==> config.mk <==
export PLATFORM = sky130hd
export DESIGN_NAME = data_bus_arbiter
export DESIGN_NICKNAME = d
export VERILOG_FILES = /design/src/rtl/data_arb_pkg.sv /design/src/rtl/rr_picker.sv /design/src/rtl/data_bus_arbiter.sv
export SDC_FILE = /design/constraint.sdc
export NUM_CORES = 1
export LEC_CHECK = 0
export ABC_AREA = 1
export BUFFER_PORTS_ARGS = -buffer_cell sky130_fd_sc_hd__buf_4
export CAP_MARGIN = 20
export CORE_AREA = 2 2 109 111
export CTS_CLUSTER_DIAMETER = 150
export DETAILED_ROUTE_END_ITERATION = 16
export DIE_AREA = 0 0 111 113
export SYNTH_ARGS = -nofsm -noshare
export SYNTH_HDL_FRONTEND = slang
export SYNTH_SLANG_ARGS = --single-unit
==> constraint.sdc <==
create_clock -name clk_i -period 1.49 [get_ports clk_i]
set_input_delay 0.298 -clock clk_i [delete_from_list [all_inputs] [get_ports clk_i]]
set_output_delay 0.298 -clock clk_i [all_outputs]
set_load 0.02 [all_outputs]
==> src/rtl/data_arb_pkg.sv <==
// data_arb_pkg: shared types and constants for the MMIO data-port arbiter family.
package data_arb_pkg;

    typedef enum logic [1:0] {
        IDLE,
        REQ,
        RESP,
        ERR
    } arb_state_e;

    localparam logic [31:0] ERR_RDATA   = 32'hDEAD_BEEF;
    localparam int          MAX_MASTERS = 4;

endpackage

==> src/rtl/rr_picker.sv <==
// rr_picker: round-robin choice of the first requester at or after the pointer.
module rr_picker #(
    parameter int  N = 2,
    localparam int W = (N > 1) ? $clog2(N) : 1
) (
    input  logic [N-1:0] i_req,
    input  logic [W-1:0] i_ptr,
    output logic [W-1:0] o_idx,
    output logic         o_any
);

    logic [W-1:0] w_cand;

    // Scan from the farthest offset down so the nearest requester wins last.
    always_comb begin
        o_idx  = '0;
        w_cand = '0;
        for (int k = N - 1; k >= 0; k--) begin
            w_cand = W'((int'(i_ptr) + k) % N);
            if (i_req[w_cand]) o_idx = w_cand;
        end
        o_any = |i_req;
    end

endmodule

==> src/rtl/data_bus_arbiter.sv <==
// data_bus_arbiter: round-robin sharing of the single MMIO data port between
// NUM_MASTERS requesters, one transaction in flight, with a per-phase watchdog.
module data_bus_arbiter
    import data_arb_pkg::*;
#(
    parameter int NUM_MASTERS    = 2,
    parameter int TIMEOUT_CYCLES = 255,
    localparam int W = $clog2(NUM_MASTERS)
) (
    input  logic                        clk_i,
    input  logic                        rst_n,
    input  logic [NUM_MASTERS-1:0]      m_req_i,
    input  logic [NUM_MASTERS-1:0][31:0] m_addr_i,
    input  logic [NUM_MASTERS-1:0][31:0] m_wdata_i,
    input  logic [NUM_MASTERS-1:0]      m_we_i,
    input  logic [NUM_MASTERS-1:0][3:0] m_be_i,
    output logic [NUM_MASTERS-1:0]      m_gnt_o,
    output logic [NUM_MASTERS-1:0]      m_rvalid_o,
    output logic [31:0]                 m_rdata_o,
    output logic                        m_err_o,
    output logic                        s_req_o,
    output logic [31:0]                 s_addr_o,
    output logic [31:0]                 s_wdata_o,
    output logic                        s_we_o,
    output logic [3:0]                  s_be_o,
    input  logic                        s_gnt_i,
    input  logic                        s_rvalid_i,
    input  logic [31:0]                 s_rdata_i
);

    localparam int WDW = (TIMEOUT_CYCLES > 255) ? $clog2(TIMEOUT_CYCLES + 1) : 8;
    localparam logic [WDW-1:0] WD_LAST = WDW'((TIMEOUT_CYCLES > 0) ? TIMEOUT_CYCLES - 1 : 0);

    arb_state_e     r_state;
    logic [W-1:0]   r_winner;
    logic [W-1:0]   r_rr;
    logic [WDW-1:0] r_wd_cnt;

    logic [W-1:0]           w_pick;
    logic [W-1:0]           w_rr_next;
    logic                   w_any;
    logic                   w_wd_hit;
    logic                   w_in_req;
    logic                   w_gnt;
    logic                   w_rsp_ok;
    logic                   w_rsp_err;
    logic [NUM_MASTERS-1:0] w_onehot;

    rr_picker #(.N(NUM_MASTERS)) u_pick (
        .i_req (m_req_i),
        .i_ptr (r_rr),
        .o_idx (w_pick),
        .o_any (w_any)
    );

    // A zero limit leaves the watchdog permanently disarmed.
    always_comb begin
        w_wd_hit   = (TIMEOUT_CYCLES != 0) && (r_wd_cnt == WD_LAST);
        w_in_req   = r_state == REQ;
        w_onehot   = NUM_MASTERS'(1) << r_winner;
        w_rr_next  = (r_winner == W'(NUM_MASTERS - 1)) ? '0 : r_winner + W'(1);
        w_gnt      = w_in_req && (s_gnt_i || w_wd_hit);
        w_rsp_ok   = (r_state == RESP) && s_rvalid_i;
        w_rsp_err  = ((r_state == RESP) && !s_rvalid_i && w_wd_hit) || (r_state == ERR);
        s_req_o    = w_in_req;
        s_addr_o   = w_in_req ? m_addr_i[r_winner] : '0;
        s_wdata_o  = w_in_req ? m_wdata_i[r_winner] : '0;
        s_we_o     = w_in_req && m_we_i[r_winner];
        s_be_o     = w_in_req ? m_be_i[r_winner] : '0;
        m_gnt_o    = w_gnt ? w_onehot : '0;
        m_rvalid_o = (w_rsp_ok || w_rsp_err) ? w_onehot : '0;
        m_err_o    = w_rsp_err;
        m_rdata_o  = w_rsp_err ? ERR_RDATA : (w_rsp_ok ? s_rdata_i : '0);
    end

    always_ff @(posedge clk_i or negedge rst_n) begin
        if (!rst_n) begin
            r_state  <= IDLE;
            r_winner <= '0;
            r_rr     <= '0;
            r_wd_cnt <= '0;
        end else begin
            case (r_state)
                IDLE: begin
                    if (w_any) begin
                        r_winner <= w_pick;
                        r_wd_cnt <= '0;
                        r_state  <= REQ;
                    end
                end
                REQ: begin
                    if (s_gnt_i) begin
                        r_wd_cnt <= '0;
                        r_state  <= RESP;
                    end else if (w_wd_hit) begin
                        r_wd_cnt <= '0;
                        r_state  <= ERR;
                    end else begin
                        r_wd_cnt <= r_wd_cnt + WDW'(1);
                    end
                end
                RESP: begin
                    if (s_rvalid_i || w_wd_hit) begin
                        r_rr    <= w_rr_next;
                        r_state <= IDLE;
                    end else begin
                        r_wd_cnt <= r_wd_cnt + WDW'(1);
                    end
                end
                default: begin
                    r_rr    <= w_rr_next;
                    r_state <= IDLE;
                end
            endcase
        end
    end

endmodule

## Word level (Yosys, flattened, before mapping)

Cells that the tools add are included.

| word-level totals | value |
|---|---|
| register bits after elaboration | 12 |
| bits of input ports | 176 |

| operators by class | value |
|---|---|
| add/sub/neg operators | 3 |
| magnitude comparators | 3 |
| equal/unequal tests | 8 |
| shift-type cells | 1 |
| multiplexer cells | 34 |
| bitwise logic cells | 1 |
| reductions and logical operators | 18 |

Operators with widths:

| kind | count |
|---|---|
| 32-bit two-way mux | 8 |
| 8-bit two-way mux | 4 |
| 8-bit one-hot mux with 3 select lines | 1 |
| 2-bit two-way mux | 6 |
| 4-bit two-way mux | 3 |
| 1-bit two-way mux | 10 |
| 8-bit by 1-bit adder with 8-bit output (second input constant) | 1 |
| 8-bit == test (second input constant) | 1 |
| 1-bit by 2-bit less-than comparator with 1-bit output (second input constant) | 3 |
| 2-bit one-hot mux with 3 select lines | 1 |
| 3-bit AND reduction | 2 |
| 1-bit logical AND | 5 |
| 2-bit == test (second input constant) | 2 |
| 1-bit logical OR | 4 |
| 2-bit by 1-bit != test with 1-bit output (second input constant) | 2 |
| 2-bit AND reduction | 2 |
| 2-bit OR reduction | 2 |
| 3-bit by 1-bit != test with 1-bit output (second input constant) | 1 |
| 3-bit nonzero test | 1 |
| 1-bit adder (second input constant) | 2 |
| 2-bit by 1-bit == test with 1-bit output (second input constant) | 1 |
| 2-bit logical NOT | 1 |
| 2-bit != test (second input constant) | 1 |
| 1-bit one-hot mux with 2 select lines | 1 |
| other kinds (3) | 3 |

## Longest topological paths before layout

Gate-level depths: netlist (run 1).

| depth | value |
|---|---|
| depth in word-level cells | 6 |
| mapped depth | 11 |
| depth with buffers taken out | 10 |

## Cells and area by module

From an unflattened synthesis (run 1), not the netlist that was laid out.

| second synthesis, totals | value |
|---|---|
| cell total of the unflattened synthesis | 433 |
| area, all modules | 2247.2 µm² |

Modules (own cells, without submodules):

| module | times used | cells each | area each (µm²) |
|---|---|---|---|
| data_bus_arbiter | 1 | 429 | 2228.4 |
| rr_picker | 1 | 4 | 18.8 |

## Worst setup path before layout (run 1)

No wires, ideal clock.

| timing | value |
|---|---|
| kind | register to output |
| start point | reg r_state[1] |
| end point | out m_gnt_o[0] |
| arrival | 1.521 ns |
| data required time | 1.192 ns |
| path slack | -0.329 ns |
| cell stages (with the launch flop) | 6 |
| buffers on the path | 1 |
| path through | dfrtp_1 inv_1 ha_1 clkbuf_1 o21ai_0 nor2_1 |

| on the way | value |
|---|---|
| word-level cells in the longest chain between the ends | 3 |

Ends and longest elaborated chain:

| what | RTL line | text |
|---|---|---|
| start, declared | data_bus_arbiter.sv:34 | `arb_state_e r_state;` |
| start signal, assigned | data_bus_arbiter.sv:78 | `r_state <= IDLE;` |
| start signal, assigned | data_bus_arbiter.sv:88 | `r_state <= REQ;` |
| start signal, assigned | data_bus_arbiter.sv:94 | `r_state <= RESP;` |
| 2-bit by 1-bit == test with 1-bit output | data_bus_arbiter.sv:59 | `w_in_req = r_state == REQ;` |
| via s_req_o | data_bus_arbiter.sv:21 | `output logic s_req_o,` |
| 1-bit logical AND | data_bus_arbiter.sv:62 | `w_gnt = w_in_req && (s_gnt_i \|\| w_wd_hit);` |
| 2-bit two-way mux | data_bus_arbiter.sv:70 | `m_gnt_o = w_gnt ? w_onehot : '0;` |
| end, declared | data_bus_arbiter.sv:17 | `output logic [NUM_MASTERS-1:0] m_gnt_o,` |

The timed path passes the listed nets, and every way through them passes these cells.

## Worst setup path after layout (run 1)

| timing | value |
|---|---|
| start point | reg r_wd_cnt[0] |
| end point | out m_rdata_o[3] |

| on the way | value |
|---|---|
| word-level cells in the longest chain between the ends | 4 |

Ends and longest elaborated chain:

| what | RTL line | text |
|---|---|---|
| start, declared | data_bus_arbiter.sv:37 | `logic [WDW-1:0] r_wd_cnt;` |
| start signal, assigned | data_bus_arbiter.sv:99 | `r_wd_cnt <= r_wd_cnt + WDW'(1);` |
| start signal, assigned | data_bus_arbiter.sv:107 | `r_wd_cnt <= r_wd_cnt + WDW'(1);` |
| 8-bit == test | data_bus_arbiter.sv:58 | `w_wd_hit = (TIMEOUT_CYCLES != 0) && (r_wd_cnt == WD_LAST);` |
| 1-bit logical AND | data_bus_arbiter.sv:64 | `w_rsp_err = ((r_state == RESP) && !s_rvalid_i && w_wd_hit) \|\| (r_state == ERR);` |
| 1-bit logical OR | data_bus_arbiter.sv:64 |  |
| 32-bit two-way mux | data_bus_arbiter.sv:73 | `m_rdata_o = w_rsp_err ? ERR_RDATA : (w_rsp_ok ? s_rdata_i : '0);` |
| end, declared | data_bus_arbiter.sv:19 | `output logic [31:0] m_rdata_o,` |

No other way between the ends.

==> impl_metrics.json, run 1 <==
{
  "outcome": "complete, but fails checks",
  "violations": "setup timing",
  "cp-start-kind": "flip-flop",
  "holdWs_ns": 0.334,
  "fin_ws_ns": -0.497,
  "crit_chain": "inv_2 -> ha_4 -> inv_2 -> nor2_4 -> nand2_2 -> inv_2 -> nand3_4 -> nand2_8 -> inv_8 -> nand2_4 -> buf_6",
  "slew_headroom": 0.700,
  "cts_buffers": 3,
  "p_int_mw": 6.43,
  "antenna_cells": 0,
  "antenna_found_initial": 0,
  "placed_area_um2": 4950,
  "reg2reg_depth": 11,
  "wl_per_cell_um": 15.8,
  "gp_congestion": 0.916,
  "viasPerCell": 4.61,
  "netlist_area_um2": 2130,
  "antenna_left": 0,
  "crit_slowest_cell": "dfrtp_1",
  "fp.dieW_um": 111,
  "p_leak_nw": 3.16,
  "syn_avg_cell_area_um2": 4.94,
  "synth_nets": 614,
  "clock_skew_ns": 0.00251,
  "grt_max_degree": 36,
  "whs_path_depth": 3,
  "p_sw_frac": 0.501,
  "dieArea_um2": 12500,
  "core_um2": 11300,
  "period_minus_slack_ns": 1.99,
  "initialDrtViolationCount": 203,
  "cts_sinks": 12,
  "htreeDepth": 1,
  "finalSetupViolations": 118,
  "vias": 4167,
  "drt-total-wl_um": 14200,
  "hold_violations": 0,
  "dpl.hpwl_um": 9500,
  "worst_pin_slew_ns": 0.450,
  "port_buffers": 282,
  "maxCapViolCount": 0,
  "finalCritPeriodShare": 1.33,
  "ys_warn_count": 0,
  "cts_buffer_depth": 2,
  "p_comb_frac": 0.920,
  "clkPwrFrac": 0.043,
  "syn2layout_area_growth_pct": 210,
  "required_ns": 1.19,
  "die_y_um": 113,
  "route.detailed.drc": 0,
  "synth-seq-cells": 12,
  "power_density_nw_per_um2": 1950,
  "crit_path_frequent_cell": "inv_2",
  "crit_fanout": 6,
  "peakVddDrop_uv": 1010,
  "setup.worst_path.class": "reg2out",
  "p_switching_mw": 6.46,
  "synth.distinct_cells": 20,
  "endpoint_kind": "primary output",
  "start_util": 0.189,
  "grt_pass1_vias": 3969,
  "rsz0062_at_grt": "true",
  "fin_nets": 943,
  "arrival_ns": 1.69,
  "fillers": 952,
  "ioPinCount": 283,
  "slew_violations": 0,
  "seqPwrFrac": 0.037,
  "rows": 39,
  "dr.pass1.iters": 4,
  "cts_tree": "yes",
  "fin_util": 0.587,
  "synth-seq-area-share": 0.141,
  "synthCells": 432,
  "grt.total_usage": 0.185,
  "min_path_type": "in2reg",
  "finish.instance_area_um2": 6610,
  "clk_pin_slew_worst_paths_ns": 0.05,
  "drive_gt1_frac": 0.738,
  "grt_pass1_wl_um": 19600,
  "clk_latency_ns": 0.24,
  "p_total_mw": 12.9,
  "gr-total-overflow": 0,
  "fmaxAchievable_ghz": 0.503,
  "cpPeakStageDelay_ns": 0.39,
  "cts_root_buffer": "clkbuf_16"
}
[cell usage after synthesis]
| cell type | n | share of area |
|---|---|---|
| o21bai_1 | 2 | 0.0070 |
| buf_6 | 2 | 0.011 |
| buf_2 | 2 | 0.0047 |
| nand4_1 | 8 | 0.023 |
| inv_2 | 4 | 0.0070 |
| nand2_1 | 87 | 0.15 |
| nor2_2 | 1 | 0.0029 |
| o21ai_0 | 81 | 0.19 |
| nand3_2 | 2 | 0.0094 |
| clkbuf_1 | 23 | 0.040 |
| ha_1 | 6 | 0.035 |
| nor3b_1 | 1 | 0.0035 |
| buf_4 | 2 | 0.0070 |
| nand3_1 | 10 | 0.023 |
| dfrtp_1 | 12 | 0.14 |
| nand2_2 | 5 | 0.015 |
| clkinv_1 | 1 | 0.0018 |
| nor2_4 | 1 | 0.0053 |
| inv_1 | 24 | 0.042 |
| nor2_1 | 158 | 0.28 |
[layer usage]
metal | share of wire | GRT usage | vias up
met2 | 0.53 | 0.349 | 180
met1 | 0.38 | 0.223 | 1927
met5 | 0 | 0 | -
met4 | 0.030 | 0.0342 | 0
met3 | 0.057 | 0.0311 | 28
li1 | - | - | 2032
[sequential cells by signal (all words and copies together) (netlist names)]
register	flops
r_rr	1
r_wd_cnt	8
r_state	2
r_winner	1
[path summary, 6_finish.rpt]
check,slack (ns),endpoint,from
min,0.33,r_winner$_DFFE_PN0P_,m_req_i[1]
max in group asynchronous,0.85,r_winner$_DFFE_PN0P_,rst_n
min in group asynchronous,0.45,r_wd_cnt[1]$_DFFE_PN0P_,rst_n
min reg2reg,0.50,r_rr$_DFFE_PN0P_,r_rr$_DFFE_PN0P_
max reg2reg,-0.24,r_wd_cnt[0]$_DFFE_PN0P_,r_state[1]$_DFFE_PN0P_
max,-0.50,m_rdata_o[3],r_wd_cnt[0]$_DFFE_PN0P_
[metrics by stage]
step | std cells | TNS (ns) | setup slack (ns)
4_1_cts | 884 | -39.75 | -0.433
6_report | 903 | -45.18 | -0.497
5_1_grt | 903 | -53.43 | -0.574
3_5_place_dp | 866 | -12.66 | -0.230
3_3_place_gp | 866 | -10.08 | -0.191
2_1_floorplan | 432 | -3.86 | -0.185
[power by group through the flow]
stage                     Combinational (mW)  Sequential, mW  Clock (mW)
after floorplan                         4.52           0.447           0
after global placement                  7.69           0.459           0
after detailed placement                7.76           0.463           0
after CTS                               9.13           0.455       0.570
after global routing                    12.5           0.492       0.581
final                                   11.9           0.482       0.555
[cells in the final DEF, fill, tap and decap left out, types with 3 or more instances in the layout]
| cell type | count |
|---|---|
| buf_12 | 11 |
| buf_4 | 205 |
| buf_6 | 119 |
| buf_8 | 8 |
| clkbuf_16 | 8 |
| dfrtp_1 | 10 |
| ha_4 | 4 |
| inv_1 | 17 |
| inv_2 | 7 |
| inv_4 | 3 |
| nand2_1 | 60 |
| nand2_2 | 10 |
| nand2_4 | 21 |
| nand3_1 | 7 |
| nand3_4 | 3 |
| nand4_1 | 8 |
| nor2_1 | 83 |
| nor2_2 | 72 |
| nor2_4 | 5 |
| o21ai_0 | 4 |
| o21ai_1 | 4 |
| o21ai_2 | 54 |
| o21ai_4 | 19 |
[worst max-delay path: cells and delay by family, from the launching register on]
family / cells / cell delay [ns]
AND/OR/NAND/NOR: 5 / 0.51
adder cells (fa/ha/maj): 1 / 0.13
flip-flops: 1 / 0.39
buffers and inverters: 5 / 0.41
[cell type report]
class	count	area, um^2	share of cell area
sequential	12	303	0.0458
timing repair inverter	3	36.3	0.00549
inverter	29	134	0.0202
clock buffer	4	88.8	0.0134
multi-input combinational	362	2490	0.377
timing repair buffer	350	3380	0.511
tap	143	179	0.0271
[kinds of logic (layout without fill, tap and decap cells)]
| family | count (synthesis) | in the layout | share of synthesized area |
|---|---|---|---|
| fa+ha+maj | 6 | 6 | 0.0352 |
| buf+inv | 58 | 386 | 0.114 |
| simple gates | 273 | 273 | 0.513 |
| compound gates | 83 | 83 | 0.197 |
| flops | 12 | 12 | 0.141 |
[timing repair]
action	in CTS	in global routing
resized for setup	146	221
hold buffers	1	0
hold endpoints to repair	12	0
endpoints found under the setup margin	117	118
pin swaps	10	49
setup buffers	9	13
cloned	4	9
(Power assumes the default switching activity.)
==> run 2, diff against run 1 <==
CORE_AREA = 2 2 110 112   (was 2 2 109 111)
DIE_AREA = 0 0 112 114   (was 0 0 111 113)
SYNTH_HIERARCHICAL = 1   (was unset)
==> run 2 against run 1 <==
The run still ends with setup timing left; sequential power grew 6.6%; flip-flop and latch count is the same; hold slack gained 0.029 ns; sequential share of layout area shrank 0.13 points; register-to-register slack is essentially flat; via count grew 2.1%.
==> impl_metrics.json, run 2 <==
{
  "outcome": "complete, but fails checks",
  "violations": "setup timing",
  "clk_latency_ns": 0.24,
  "power_density_nw_per_um2": 1980,
  "cts_tree": "yes",
  "grt_max_degree": 49,
  "fin_ws_ns": -0.563,
  "gr-total-overflow": 0,
  "fp.dieW_um": 112,
  "worst_pin_slew_ns": 0.309,
  "start_util": 0.192,
  "antenna_cells": 0,
  "wl_per_cell_um": 16.5,
  "synthCells": 433,
  "ys_warn_count": 6,
  "clk_pin_slew_worst_paths_ns": 0.05,
  "cts_buffer_depth": 2,
  "route.detailed.drc": 0,
  "vias": 4254,
  "dp.cells": 870,
  "die_y_um": 114,
  "rows": 40,
  "syn2layout_area_growth_pct": 202,
  "synth_top_area_share": 0.264,
  "synth-seq-area-share": 0.134,
  "r2r_setup_slack_ns": -0.24,
  "arrival_ns": 1.75,
  "netlist_area_um2": 2250,
  "largestRegisters": "r_wd_cnt x8, r_state x2",
  "synth_nets": 615,
  "synthArstFlopShare": 1.00,
  "synthTopCellsByCount": "158 x nor2_1, 76 x o21ai_0, 67 x nand2_1, 24 x inv_1, 23 x clkbuf_1",
  "dpl.hpwl_um": 9690,
  "antenna_found_initial": 0,
  "grt.total_usage": 0.206,
  "period_minus_slack_ns": 2.05,
  "synth_top_cell_by_area": "nor2_1",
  "synth.distinct_cells": 26,
  "reg2reg_depth": 11,
  "setup_tns_ns": -45.65,
  "finalCritPeriodShare": 1.38,
  "crit_fanout": 6,
  "grt_pass1_vias": 4271,
  "largest_reg_flops": 8,
  "port_buffers": 282,
  "maxCapViolCount": 0,
  "htreeDepth": 1,
  "setup.worst_path.class": "reg2out",
  "antenna_left": 0,
  "drive_gt1_frac": 0.751,
  "drt-total-wl_um": 15100,
  "syn_avg_cell_area_um2": 5.19,
  "peakVddDrop_uv": 1610,
  "gp_congestion": 0.863,
  "whs_path_depth": 4,
  "dr.pass1.iters": 4,
  "ys.flop_type": "dfrtp_1",
  "final_common_cell": "buf_4",
  "synth-seq-cells": 12,
  "cts_sinks": 12,
  "endpoint_kind": "primary output",
  "fmaxAchievable_ghz": 0.487,
  "synth_edf_count": 0,
  "synth_most_common_cell": "nor2_1",
  "ys_top_cells_by_area": "nor2_1 26%, o21ai_0 17%, dfrtp_1 13%",
  "clock_skew_ns": 0.00372,
  "viasPerCell": 4.65,
  "stdcell_count": 914,
  "p_leak_nw": 3.23,
  "finalSetupViolations": 118,
  "initialDrtViolationCount": 230,
  "core_um2": 11700,
  "min_path_type": "in2reg",
  "fin_nets": 950,
  "grt_pass1_wl_um": 21600,
  "slew_headroom": 0.794,
  "cts_buffers": 3,
  "cp-start-kind": "flip-flop",
  "ioPinCount": 283,
  "required_ns": 1.19,
  "cts_root_buffer": "clkbuf_16",
  "rsz0062_at_grt": "true",
  "largest_register": "r_wd_cnt",
  "hold_violations": 0,
  "slew_violations": 0,
  "layout_common_cells": "237 x buf_4, 94 x buf_6, 80 x nor2_1",
  "dieArea_um2": 12800
}
[run 2: changes by cell type after synthesis, sizes merged]
cell   change
o21ai      -3
a21oi      +2
inv        +1
nand2      -1
nand3      +1
or2        +1
[run 2: cell type report]
type,instances,area [um^2]
timing repair buffer,357,3400
multi-input combinational,362,2640
inverter,30,151
sequential,12,302
tap,147,184
fill,998,4930
clock buffer,4,78.8
timing repair inverter,2,27.5
[run 2: worst paths after layout]
check                                             start                 endpoint
max in group asynchronous                         rst_n     r_winner$_DFFE_PN0P_
worst min register to register         r_rr$_DFFE_PN0P_         r_rr$_DFFE_PN0P_
min in group asynchronous                         rst_n  r_wd_cnt[0]$_DFFE_PN0P_
worst max-delay path            r_wd_cnt[0]$_DFFE_PN0P_             m_rdata_o[0]
worst max register to register   r_state[1]$_DFFE_PN0P_  r_wd_cnt[3]$_DFFE_PN0P_
worst min-delay path                         m_req_i[0]     r_winner$_DFFE_PN0P_
[run 2: through the flow]
stage          area, um^2  setup slack [ns]  hold WS (ns)  power (mW)  utilization
2_1_floorplan        2560            -0.203       0.00241        5.20            -
3_3_place_gp         5010            -0.391         0.147        8.24        0.428
3_5_place_dp         5010            -0.431         0.154        8.35        0.428
4_1_cts              6390            -0.472         0.362        12.6        0.546
5_1_grt              6780            -0.629         0.379        14.1        0.579
6_report             6780            -0.563         0.362        13.4        0.579
[run 2: metal layers]
layer	up-vias	global-route usage	share of wire
met5	-	0	0
met1	2017	0.227	0.37
met2	165	0.410	0.55
li1	2052	-	-
met4	0	0.0374	0.014
met3	20	0.0436	0.065
[run 2: what timing repair did]
item,CTS,global route
setup buffers,28,9
hold endpoints to repair,12,0
setup endpoints to repair,117,118
hold buffers,1,0
resized for setup,264,93
pin swaps,29,34
gates cloned,10,3
[run 2: logic make-up (layout without fill, tap and decap cells)]
family | Yosys count | in the layout | share of synthesized area
buffers and inverters | 59 | 393 | 0.114
AO/OA/AOI/OAI | 82 | 82 | 0.185
AND/OR/NAND/NOR | 274 | 274 | 0.535
adder cells (fa/ha/maj) | 6 | 6 | 0.0334
flip-flops | 12 | 12 | 0.134
[run 2: power by group]
group,internal (mW),leakage [nW],switching (mW)
clock network,0.361,0.0382,0.150
logic,5.79,3.04,6.59
registers,0.395,0.159,0.119
total,6.55,3.23,6.85
[run 2: critical path, cell delays in order (launching register included)]
cell	delay [ns]
dfrtp_1	0.38
inv_2	0.09
ha_4	0.15
nand2_4	0.05
nor2_4	0.10
nand2_2	0.09
inv_2	0.08
nand3_4	0.09
nand2_8	0.16
clkinv_16	0.09
nand2_1	0.08
buf_4	0.14
